==> config.mk <==
export PLATFORM = sky130hd
export DESIGN_NAME = uart_mmio_responder
export DESIGN_NICKNAME = d
export VERILOG_FILES = /design/src/rtl/uart_mmio_responder.sv
export SDC_FILE = /design/constraint.sdc
export NUM_CORES = 1
export LEC_CHECK = 0
export ABC_AREA = 1
export CORE_ASPECT_RATIO = 0.9
export CORE_MARGIN = 1.5
export CORE_UTILIZATION = 44
export CTS_CLUSTER_SIZE = 8
export DETAILED_ROUTE_END_ITERATION = 8
export PLACE_DENSITY = 0.63
export SYNTH_ARGS = -nofsm -noshare
export SYNTH_HDL_FRONTEND = slang
export SYNTH_SLANG_ARGS = --single-unit
==> constraint.sdc <==
create_clock -name clk_i -period 2.95 [get_ports clk_i]
set_clock_uncertainty 0.1 [all_clocks]
set_input_delay 0.885 -clock clk_i [delete_from_list [all_inputs] [get_ports clk_i]]
set_output_delay 0.885 -clock clk_i [all_outputs]
set_load 0.05 [all_outputs]
==> src/rtl/uart_mmio_responder.sv <==
// uart_mmio_responder: MMIO UART responder with TX/RX FIFOs, status register and uart_tx handshake FSM.
module uart_mmio_responder #(
  parameter int         FIFO_DEPTH = 8,
  parameter logic [7:0] ADDR_TXD   = 8'h18,
  parameter logic [7:0] ADDR_RXD   = 8'h1C,
  parameter logic [7:0] ADDR_STAT  = 8'h20
) (
  input  logic        clk_i,
  input  logic        reset_n_i,
  input  logic        sel_i,
  input  logic [7:0]  addr_i,
  input  logic        we_i,
  input  logic        re_i,
  input  logic [31:0] wdata_i,
  output logic [31:0] rdata_o,
  output logic        tx_dv_o,
  output logic [7:0]  tx_byte_o,
  input  logic        tx_done_i,
  input  logic        rx_dv_i,
  input  logic [7:0]  rx_byte_i,
  output logic        irq_rx_o
);
  localparam int AW = (FIFO_DEPTH > 1) ? $clog2(FIFO_DEPTH) : 1;
  localparam int CW = AW + 1;
  localparam logic [CW-1:0] FULL = CW'(FIFO_DEPTH);
  typedef enum logic [1:0] {IDLE, LOAD, WAIT} tx_state_e;
  tx_state_e     state_q, state_d;
  logic [7:0]    tx_mem_q [FIFO_DEPTH];
  logic [7:0]    rx_mem_q [FIFO_DEPTH];
  logic [AW-1:0] tx_wr_q, tx_rd_q, rx_wr_q, rx_rd_q;
  logic [CW-1:0] tx_cnt_q, tx_cnt_d, rx_cnt_q, rx_cnt_d;
  logic [31:0]   rdata_q, rdata_d, stat_v;
  logic [7:0]    tx_byte_q, tx_byte_d;
  logic          tx_dv_q, irq_q, ovr_q, ovr_d, drop_q, drop_d;
  logic          wr_acc, rd_acc, tx_full, tx_empty, rx_full, rx_empty;
  logic          tx_push, tx_pop, rx_push, rx_pop, stat_clr;
  logic          unused_wdata;
  assign unused_wdata = ^wdata_i[31:8];
  always_comb begin
    wr_acc   = sel_i & we_i;
    rd_acc   = sel_i & re_i & ~we_i;
    tx_full  = tx_cnt_q == FULL;
    tx_empty = tx_cnt_q == '0;
    rx_full  = rx_cnt_q == FULL;
    rx_empty = rx_cnt_q == '0;
    tx_push  = wr_acc & (addr_i == ADDR_TXD) & ~tx_full;
    tx_pop   = (state_q == LOAD) & ~tx_empty;
    rx_pop   = rd_acc & (addr_i == ADDR_RXD) & ~rx_empty;
    // a full RX FIFO still takes the byte when the CPU frees a slot this cycle
    rx_push  = rx_dv_i & (~rx_full | rx_pop);
    stat_clr = wr_acc & (addr_i == ADDR_STAT);
    tx_cnt_d = tx_cnt_q + CW'(tx_push) - CW'(tx_pop);
    rx_cnt_d = rx_cnt_q + CW'(rx_push) - CW'(rx_pop);
    ovr_d    = (rx_dv_i & rx_full & ~rx_pop) | (ovr_q & ~(stat_clr & wdata_i[4]));
    drop_d   = (wr_acc & (addr_i == ADDR_TXD) & tx_full) | (drop_q & ~(stat_clr & wdata_i[5]));
    stat_v          = '0;
    stat_v[0]       = tx_full;
    stat_v[1]       = tx_empty;
    stat_v[2]       = ~rx_empty;
    stat_v[3]       = (state_q != IDLE) | ~tx_empty;
    stat_v[4]       = ovr_q;
    stat_v[5]       = drop_q;
    stat_v[8 +: CW] = tx_cnt_q;
    stat_v[16 +: CW] = rx_cnt_q;
    rdata_d  = ~rd_acc ? rdata_q :
               (addr_i == ADDR_RXD)  ? {24'b0, rx_empty ? 8'h00 : rx_mem_q[rx_rd_q]} :
               (addr_i == ADDR_STAT) ? stat_v : '0;
    state_d  = (state_q == IDLE) ? (tx_empty ? IDLE : LOAD) :
               (state_q == LOAD) ? WAIT :
               (tx_done_i ? IDLE : WAIT);
    tx_byte_d = tx_pop ? tx_mem_q[tx_rd_q] : tx_byte_q;
  end
  always_ff @(posedge clk_i) begin
    if (tx_push) tx_mem_q[tx_wr_q] <= wdata_i[7:0];
    if (rx_push) rx_mem_q[rx_wr_q] <= rx_byte_i;
  end
  always_ff @(posedge clk_i) begin
    if (!reset_n_i) begin
      state_q   <= IDLE;
      tx_wr_q   <= '0;
      tx_rd_q   <= '0;
      rx_wr_q   <= '0;
      rx_rd_q   <= '0;
      tx_cnt_q  <= '0;
      rx_cnt_q  <= '0;
      rdata_q   <= '0;
      tx_byte_q <= '0;
      tx_dv_q   <= 1'b0;
      irq_q     <= 1'b0;
      ovr_q     <= 1'b0;
      drop_q    <= 1'b0;
    end else begin
      state_q   <= state_d;
      tx_wr_q   <= tx_wr_q + AW'(tx_push);
      tx_rd_q   <= tx_rd_q + AW'(tx_pop);
      rx_wr_q   <= rx_wr_q + AW'(rx_push);
      rx_rd_q   <= rx_rd_q + AW'(rx_pop);
      tx_cnt_q  <= tx_cnt_d;
      rx_cnt_q  <= rx_cnt_d;
      rdata_q   <= rdata_d;
      tx_byte_q <= tx_byte_d;
      tx_dv_q   <= tx_pop;
      irq_q     <= rx_cnt_d != '0;
      ovr_q     <= ovr_d;
      drop_q    <= drop_d;
    end
  end
  assign rdata_o   = rdata_q;
  assign tx_dv_o   = tx_dv_q;
  assign tx_byte_o = tx_byte_q;
  assign irq_rx_o  = irq_q;
endmodule

==> metrics, run 1 <==
WS Path Type=in2reg; Buf/Inv on CP=4; CTS root buf=clkbuf_16; initial antenna violation count=0; H-tree depth=4; Tmin final=2.839 ns; leakage power total=about 3.6 nW; total CTS buffers=17; achievable frequency=352.3 MHz; Placed Area=0.008462 mm^2; Rows=45; crit-path max FO=3; Sink Count=about 180; core area=0.01689 mm^2; Final Max Slew Viols=0; hold endpoint=tx_byte_o[1]; HPWL after DPL=between 10000 and 15000 um; post-synthesis mux area share=0%; Setup Viol. Count Final=0; slowest stage cell, crit path=fa_2; Pre-antenna DRT Iters=5; status=complete, no violations; synthesized flop and latch total=178; Area growth syn-to-layout=20.56%; CTS max path bufs=2; vias in the first global route=5064; CP Data Arrival Time=3.05 ns; CP max stage delay=0.53 ns; Worst-path clk slew=0.07 ns; most common cell in the netlist=nand2_1; Post-synth EDFFs=128; PortBufs=56; RR Startpoint=tx_cnt_q[2]; Post-Syn Area=between 0.007 and 0.008 mm^2; synth top area cells=edfxtp_1, dfxtp_1, nand2_1, nor2_1, nand3_1; pin count of the biggest net entering global routing=35; Reg2Reg Depth=12; initial core utilization=44.97%; Worst Path Required=3.16 ns; post-synthesis sequential area ratio=a little under two thirds; P per Cell Area=665.5 mW/mm^2; routability cong.=0.7926; Synth Area in Simple Gates=between 20 and 25%; antenna cell count=0; fin crit share=96.23%; Async SR Flop Fraction=0%; worst hold path class=reg2reg; total gr overflow=0; vias=5196; die area=0.01806 mm^2; CTS tree=yes; worst-path cell chain=clkdlybuf4s50_1 > inv_2 > nand2_4 > nor2_4 > nand2_4 > clkinv_4 > nand2_4 > a21oi_4 > nand2_1 > nand2_1 > ha_2 > inv_2 > fa_2 > nor2_2 > nor2_1 > nand3b_1; Slew headroom=60.56%; DR iter-0 viols=363; Synth Flop Type=edfxtp_1; first-pass GRT wire length=25450 um; average routed wire per standard cell=15.11 um; cell count of the worst hold path=2; layout cells sized above 1=11.90%; post-synthesis xor/xnor area fraction=less than 1%; post-synth top area share=50.60%; maxcap violations=0; adder-cell share of the synthesized area=3.657%; Critical R2R Capture=tx_cnt_q[2]; Synth Area in Compound Gates=4.760%; Non-Filler Instances=1051; clock latency on the worst-skew pair=0.42 ns; Crit path max-delay family=adder cells; Total Wirelength=between 15000 and 20000 um; crit path launch type=primary input; post-synth cell types=36; VDD IR-drop max=0.4468 mV; Mapped Cells=743; Die W=between 100 and 150 um; Fillers=roughly 1.5k; Slew @ Worst Pin=a little under 0.6 ns; synthesized area per cell=10.22 um^2; Finished Core Util=approximately 54%; unrepaired setup endpoints after global routing=false; cell taking the most area after synthesis=edfxtp_1; setup TNS=0 ns; Hold Crit Start=tx_byte_o[1]; reg-to-reg setup timing slack=0.47 ns; endpoint class of the critical path=register; antenna-violating nets left=0; DRC=0; Warnings, synthesis=0; total track usage=18.56%; dpl cells=slightly above 1k; top post-synthesis cells by count=nand2_1, edfxtp_1, nor2_1; Top Ports=97; Die Ht=127.7 um; largest family of logic cells by synthesized area=simple AND/OR/NAND/NOR gates; Nets=903; most frequent cell on the critical path=nand2_4; Pwr Total=6.095 mW; routed vias/inst=between 4 and 5; final hold violations=0; CTS Hold Bufs=0; Design Area, Final=a little over 0.009 mm^2
## cells by family (layout without fill, tap and decap cells)
logic type,Yosys count,in the layout
flip-flops,178,178
AO/OA/AOI/OAI,68,68
buffers and inverters,103,185
AND/OR/NAND/NOR,365,365
XOR/XNOR,7,7
other,1,16
adder cells (fa/ha/maj),21,21
## cell type report
type / instances / area, um^2 / area share, %
clock buffers: 20 / 446.7 / 4.878
inverters: 59 / 226.5 / 2.473
multi-input cells: 477 / 2336 / 25.51
repair buffers: 94 / 860.8 / 9.400
well taps: 211 / 264.0 / 2.883
flip-flops and latches: 178 / 4845 / 52.90
clock inverters: 12 / 178.9 / 1.954
## metal layers
layer | track usage, % | vias to the layer above | routed length (um) | part of all wire (%)
met4 | 5.518 | 0 | 172 | 1.1
met2 | 32.15 | 114 | 7825 | 49
met3 | 3.325 | 12 | 622 | 3.9
met1 | 23.99 | 2478 | 7261 | 46
li1 | - | 2592 | - | -
met5 | 0 | - | 0 | 0
## through the flow
stage,hold slack [ns],setup WS (ns)
3_5_place_dp,0.3541,-0.3679
4_1_cts,0.3637,0.07541
6_report,0.3634,0.1113
3_3_place_gp,0.3318,-0.2931
2_1_floorplan,0.3259,0.2217
5_1_grt,0.3753,0.0007674
## worst reg2reg max path, cell delays in order (launching register included)
cell	delay [ns]
dfxtp_1	0.31
inv_1	0.09
ha_1	0.15
nor3b_1	0.45
nor2_2	0.11
inv_1	0.08
ha_1	0.22
inv_1	0.05
ha_1	0.15
inv_1	0.05
fa_1	0.38
xor2_1	0.17
nor2_1	0.05
## sequential cells by signal, summed over array words and instances, names as in the netlist, 4 cells and up
name and flops:
rdata_o 16, rx_cnt_q 4, rx_mem_q 64, tx_byte_o 8, tx_cnt_q 4, tx_mem_q 64
## cell usage in the layout, fill, tap and decap left out, drive strengths merged
cell             n
a211oi           1
a21oi           31
buf             38
bufinv           4
clkbuf          20
clkdlybuf4s50   50
clkinv           5
clkinvlp         1
conb            16
dfxtp           50
dlymetal6s2s     6
edfxtp         128
fa               2
ha              19
inv             61
nand2          191
nand3           58
nand3b           1
nand4            1
nor2           102
nor3             8
nor3b            3
nor4             1
o21ai           36
xnor2            5
xor2             2
## what timing repair did
action	4_1_cts	5_1_grt
gates resized for setup	0	16
setup buffers	0	4
endpoints found under the setup margin	0	2
## how the worst max path moves through the flow
stage	end	from	slack [ns]	cells after the start
floorplan	irq_rx_o	addr_i[5]	0.22	15
global placement	tx_cnt_q[2]	addr_i[1]	-0.29	14
detailed placement	tx_cnt_q[2]	addr_i[4]	-0.37	13
CTS	tx_cnt_q[2]	addr_i[1]	0.08	14
global route	irq_rx_o	addr_i[1]	0.0008	16
finish	irq_rx_o	addr_i[1]	0.11	16
## power breakdown
| part | switching (mW) | total (mW) | internal [mW] |
|---|---|---|---|
| clock network | 0.925 | 2.37 | 1.45 |
| registers | 0.0771 | 2.88 | 2.80 |
| logic | 0.540 | 0.845 | 0.305 |
| total | 1.54 | 6.09 | 4.55 |
Power figures use the tool's default switching activity.
==> run 2: changes to the inputs <==
--- a/config.mk
+++ b/config.mk
@@ -7,11 +7,10 @@
 export LEC_CHECK = 0
 export ABC_AREA = 1
 export CORE_ASPECT_RATIO = 0.9
-export CORE_MARGIN = 1.5
-export CORE_UTILIZATION = 44
+export CORE_UTILIZATION = 30
 export CTS_CLUSTER_SIZE = 8
 export DETAILED_ROUTE_END_ITERATION = 8
-export PLACE_DENSITY = 0.63
+export PLACE_DENSITY = 0.46
 export SYNTH_ARGS = -nofsm -noshare
 export SYNTH_HDL_FRONTEND = slang
 export SYNTH_SLANG_ARGS = --single-unit
==> constraint.sdc (replaced) <==
create_clock -name clk_i -period 3.1 [get_ports clk_i]
set_clock_uncertainty 0.1 [all_clocks]
set_input_delay 0.93 -clock clk_i [delete_from_list [all_inputs] [get_ports clk_i]]
set_output_delay 0.93 -clock clk_i [all_outputs]
set_load 0.05 [all_outputs]
==> run 2 against run 1 <==
First-iteration DRC count down 5.5%. Sequential power down 5%. Cell area up 1.2%. Sequential share of layout area down 0.64 points.
==> metrics, run 2 (same netlist as run 1, synthesis figures left out) <==
slowest stage cell, crit path=clkdlybuf4s50_1; Top Ports=between 90 and 100; Nets=~900; Critical Path Stages=13; Tmin final=around 2.9 ns; DR iter-0 viols=343; core area=0.02453 mm^2; worst-path cell chain=clkdlybuf4s50_1 > nand2_1 > nor2_4 > nand3_1 > nor2_2 > inv_1 > ha_1 > inv_1 > ha_1 > inv_1 > fa_1 > xor2_1 > nor2_1; crit path launch type=primary input; most common cell after layout, fill and taps aside=nand2_1; HPWL after DPL=11220 um; initial core utilization=30.97%; clock latency on the worst-skew pair=approximately 0.43 ns; total CTS buffers=17; antenna cell count=0; cell count of the worst hold path=2; worst hold path class=reg2reg; PortBufs=56; Crit path max-delay family=adder cells; maxcap violations=0; Sink Count=178; average routed wire per standard cell=14.49 um; commonest non-fill, non-tap cells in the layout=nand2_1, edfxtp_1, nor2_1; Total Wirelength=17140 um; Die W=169.7 um; achievable frequency=349.1 MHz; final hold violations=0; multi-input logic area=0.002311 mm^2; Slew @ Worst Pin=0.6055 ns; Rows=54; fin crit share=between 90% and 100%; H-tree depth=4; unrepaired setup endpoints after global routing=false; Finished Core Util=37.79%; Post-CTS Repair Setup Buffers=0; leakage power total=about 3.6 nW; crit-path max FO=3; Reg2Reg Depth=12; CTS max path bufs=2; Buf/Inv on CP=4; Met2 Wirelength=around 7900 um; met3 wire len=between 500 and 600 um; vias=roughly 5.0k; Slew headroom=between 50% and 60%; Setup WS pre-CTS=-0.2193 ns; CP max stage delay=0.47 ns; CTS tree=yes; CTS root buf=clkbuf_16; Die Ht=153.0 um; Met1 Wirelength=8571 um; vias in the first global route=between 4k and 5k; CP Data Arrival Time=3.06 ns; Fillers=2461; die area=~0.026 mm^2; Setup Viol. Count Final=0; Worst-path clk slew=approximately 0.070 ns; total gr overflow=0; total track usage=14.15%; antenna-violating nets left=0; register area=just under 0.005 mm^2; most frequent cell on the critical path=inv_1; VDD IR-drop max=around 0.35 mV; Area growth syn-to-layout=22.02%; routed vias/inst=4.257; endpoint class of the critical path=register; DRC=0; layout cells sized above 1=approximately an eighth; initial antenna violation count=0; status=complete, no violations; Worst Path Required=3.29 ns; WS Path Type=in2reg; Final Max Slew Viols=0; P per Cell Area=606.0 mW/mm^2; Pre-antenna DRT Iters=5; post-CTS sizing=0; pin count of the biggest net entering global routing=34; Pwr Total=5.617 mW; top routing layer used=met4; first-pass GRT wire length=between 20000 and 30000 um; CTS Hold Bufs=0; routability cong.=0.7133; worst setup margin=between 0.2 and 0.25 ns
[run 2: changes by cell type in the layout (fill, tap and decap cells not counted), moves of 2 or more]
cell	change
clkinv_1	-2
clkdlybuf4s50_1	+6
nand2_1	+3
inv_1	+2
bufinv_16	-4
dlymetal6s2s_1	-6
nand2_2	-2
inv_8	+6
inv_2	-2
buf_4	+7
inv_6	-2
[run 2: metrics by stage]
stage | cell area [um^2] | hold slack, ns | setup TNS, ns | cells
floorplan | 7652 | 0.3259 | 0 | 758
global placement | 8701 | 0.3463 | -0.5683 | 1151
detailed placement | 8701 | 0.3453 | -0.6637 | 1151
CTS | 9269 | 0.3596 | 0 | 1183
global route | 9269 | 0.3855 | 0 | 1183
finish | 9269 | 0.3572 | 0 | 1183
[run 2: area by class of cell]
cell class | instances | area share, %
Tap cell | 336 | 4.536
Clock inverter | 14 | 1.498
Inverter | 59 | 2.443
Multi-Input combinational cell | 477 | 24.93
Sequential cell | 178 | 52.27
Clock buffer | 18 | 4.630
Timing Repair Buffer | 101 | 9.692
[run 2: worst paths after layout]
check | endpoint | startpoint | slack (ns)
worst max-delay path | tx_cnt_q[2] | addr_i[4] | 0.24
worst min register to register | rdata_o[10] | tx_cnt_q[2] | 0.36
worst max register to register | tx_cnt_q[2] | tx_cnt_q[2] | 0.57
worst min-delay path | rdata_o[10] | tx_cnt_q[2] | 0.36
[run 2: report_power, final]
group	switching (mW)	internal, mW	leakage (nW)	total, mW
combinational	0.514	0.284	1.71	0.798
sequential	0.0773	2.66	1.56	2.74
clock	1.01	1.07	0.275	2.08
total	1.60	4.02	3.55	5.62
[run 2: worst min-delay path, stage by stage (launching register included)]
cell	delay, ns
dfxtp_1	0.31
nand2_1	0.06
a21oi_1	0.05
[run 2: per-layer routing]
metal  vias to the layer above  GRT usage, %
li1                       2610             -
met1                      2330         19.64
met2                        83         22.07
met3                        13         2.848
met4                         0         4.462
met5                         -             0
==> run 3: changes to the inputs <==
--- a/config.mk
+++ b/config.mk
@@ -6,11 +6,13 @@
 export NUM_CORES = 1
 export LEC_CHECK = 0
 export ABC_AREA = 1
+export CELL_PAD_IN_SITES_DETAIL_PLACEMENT = 0
+export CELL_PAD_IN_SITES_GLOBAL_PLACEMENT = 2
 export CORE_ASPECT_RATIO = 0.9
 export CORE_UTILIZATION = 30
 export CTS_CLUSTER_SIZE = 8
 export DETAILED_ROUTE_END_ITERATION = 8
-export PLACE_DENSITY = 0.46
+export PLACE_DENSITY = 0.66
 export SYNTH_ARGS = -nofsm -noshare
 export SYNTH_HDL_FRONTEND = slang
 export SYNTH_SLANG_ARGS = --single-unit
==> run 3 against run 2 <==
Combinational power rose by 1%. Clock-buffer cell count fell by 1. Core utilization fell by 0.15 points. Routed wire length rose by 2.1%. Clock power barely moved. Critical path type unchanged. Highest routed layer unchanged.
==> metrics, run 3 (same netlist as run 1, synthesis figures left out) <==
setup TNS=0 ns; RR Startpoint=tx_cnt_q[2]; final hold violations=0; Top Ports=97; Clk pwr share=37.2%; Crit path max-delay family=adder cells; endpoint class of the critical path=register; antenna-violating nets left=0; CP Launch Point=we_i; crit-path max FO=2; Tmin final=~2.9 ns; Slew headroom=between 50 and 60%; VDD IR-drop max=0.3713 mV; antenna cell count=0; WS Path Type=in2reg; first-pass GRT wire length=about 27000 um; switching fraction of total power=28.55%; most frequent cell on the critical path=inv_1; CTS Hold Bufs=0; worst setup margin=around 0.24 ns; most common cell after layout, fill and taps aside=nand2_1; total gr overflow=0; Worst-path clk slew=approximately 0.080 ns; HPWL after DPL=11740 um; Slew @ Worst Pin=0.6985 ns; total track usage=13.98%; CP max stage delay=0.49 ns; maxcap violations=0; average routed wire per standard cell=14.88 um; Total Wirelength=17500 um; initial core utilization=between 30% and 40%; P per Cell Area=611.4 mW/mm^2; Pwr Total=between 5 and 6 mW; crit path to=tx_cnt_q[2]; commonest non-fill, non-tap cells in the layout=nand2_1, edfxtp_1, nor2_1; initial antenna violation count=0; Setup WS pre-CTS=-0.2272 ns; Comb pwr share=~14%; die area=roughly 0.026 mm^2; layout cells sized above 1=about 11%; routability cong.=0.7576; Worst Path Required=~3.3 ns; Pre-antenna DRT Iters=4; crit path launch type=primary input; Nets=903; PortBufs=56; H-tree depth=4; Sink Count=178; Non-Filler Instances=1176; Rows=54; Post-CTS Repair Setup Buffers=0; status=complete, no violations; routed vias/inst=4.345; unrepaired setup endpoints after global routing=false; design internal power=roughly 4.0 mW; Buf/Inv on CP=4; Critical Path Stages=13; dpl cells=around 1.1k; post-CTS sizing=0; Critical R2R Capture=tx_cnt_q[2]; Final Max Slew Viols=0; vias in the first global route=4996; CTS root buf=clkbuf_16; slowest stage cell, crit path=clkdlybuf4s50_1; Hold WS=0.3461 ns; achievable frequency=about 350 MHz; core area=0.02453 mm^2; worst-path cell chain=clkdlybuf4s50_1 > nand2_1 > nor2_1 > nand3_1 > nor2_2 > inv_1 > ha_1 > inv_1 > ha_1 > inv_1 > fa_1 > xor2_1 > nor2_1; Die Ht=153.0 um; Switch Pwr=between 1.5 and 2 mW; CP Data Arrival Time=~3.1 ns; DR iter-0 viols=around 230; clock latency on the worst-skew pair=0.42 ns; worst hold path class=reg2reg; Setup Viol. Count Final=0; CTS max path bufs=2; Area growth syn-to-layout=21.54%; reg-to-reg setup timing slack=between 0.3 and 0.4 ns; DRC=0; register share of total power=48.5%; total CTS buffers=17; Reg2Reg Depth=11; vias=5110; fin crit share=92.37%; pin count of the biggest net entering global routing=34; leakage power total=around 3.5 nW; CTS tree=yes; Die W=169.7 um
==> run 3: changes by cell type in the layout (fill, tap and decap cells not counted), sizes merged <==
cell	previous run	this run
buf	45	38
inv	65	66
clkbuf	18	17
==> run 3: worst min path at each step <==
stage / from / endpoint / slack, ns / depth (start not counted)
floorplan: state_q[0] / state_q[0] / 0.33 / 1
global placement: state_q[0] / state_q[0] / 0.34 / 1
detailed placement: state_q[0] / state_q[0] / 0.34 / 1
CTS: state_q[0] / state_q[0] / 0.35 / 1
global route: state_q[0] / state_q[0] / 0.39 / 1
finish: state_q[0] / state_q[0] / 0.35 / 1
==> run 3: worst reg2reg max path, cell delays in order (launching register included) <==
cell     delay, ns
dfxtp_1       0.34
inv_1         0.08
ha_1          0.19
nor3b_2       0.18
nor2_2        0.55
ha_1          0.35
inv_1         0.06
ha_1          0.15
inv_1         0.05
fa_1          0.37
xor2_1        0.18
nor2_1        0.05
==> run 3: layout make-up <==
class,count,area [um^2]
flip-flops and latches,178,4845
clock inverters,15,158.9
clock buffers,17,425.4
repair buffers,94,845.8
well taps,336,420.4
multi-input cells,477,2311
inverters,59,226.5
fillers,2422,15290
==> run 3: through the flow <==
stage | utilization (%) | instance area [um^2]
CTS | 37.64 | 9233
floorplan | - | 7652
finish | 37.64 | 9233
detailed placement | 35.26 | 8648
global placement | 35.26 | 8648
global route | 37.64 | 9233
==> run 3: power by group through the flow <==
stage | combinational [mW] | sequential (mW) | clock [mW]
global route | 0.911 | 2.75 | 2.24
finish | 0.806 | 2.74 | 2.10
floorplan | 0.514 | 2.84 | 0
CTS | 0.821 | 2.74 | 2.15
global placement | 0.806 | 2.79 | 0
detailed placement | 0.815 | 2.79 | 0
==> run 3: per-layer routing <==
| metal | vias to the layer above | part of all wire (%) | global-route usage [%] | wire length, um |
|---|---|---|---|---|
| met5 | - | 0 | 0 | 0 |
| met4 | 0 | 0.83 | 4.076 | 145 |
| met3 | 10 | 3.1 | 2.563 | 542 |
| met2 | 71 | 51 | 24.28 | 8870 |
| met1 | 2438 | 45 | 17.60 | 7938 |
| li1 | 2591 | - | - | - |
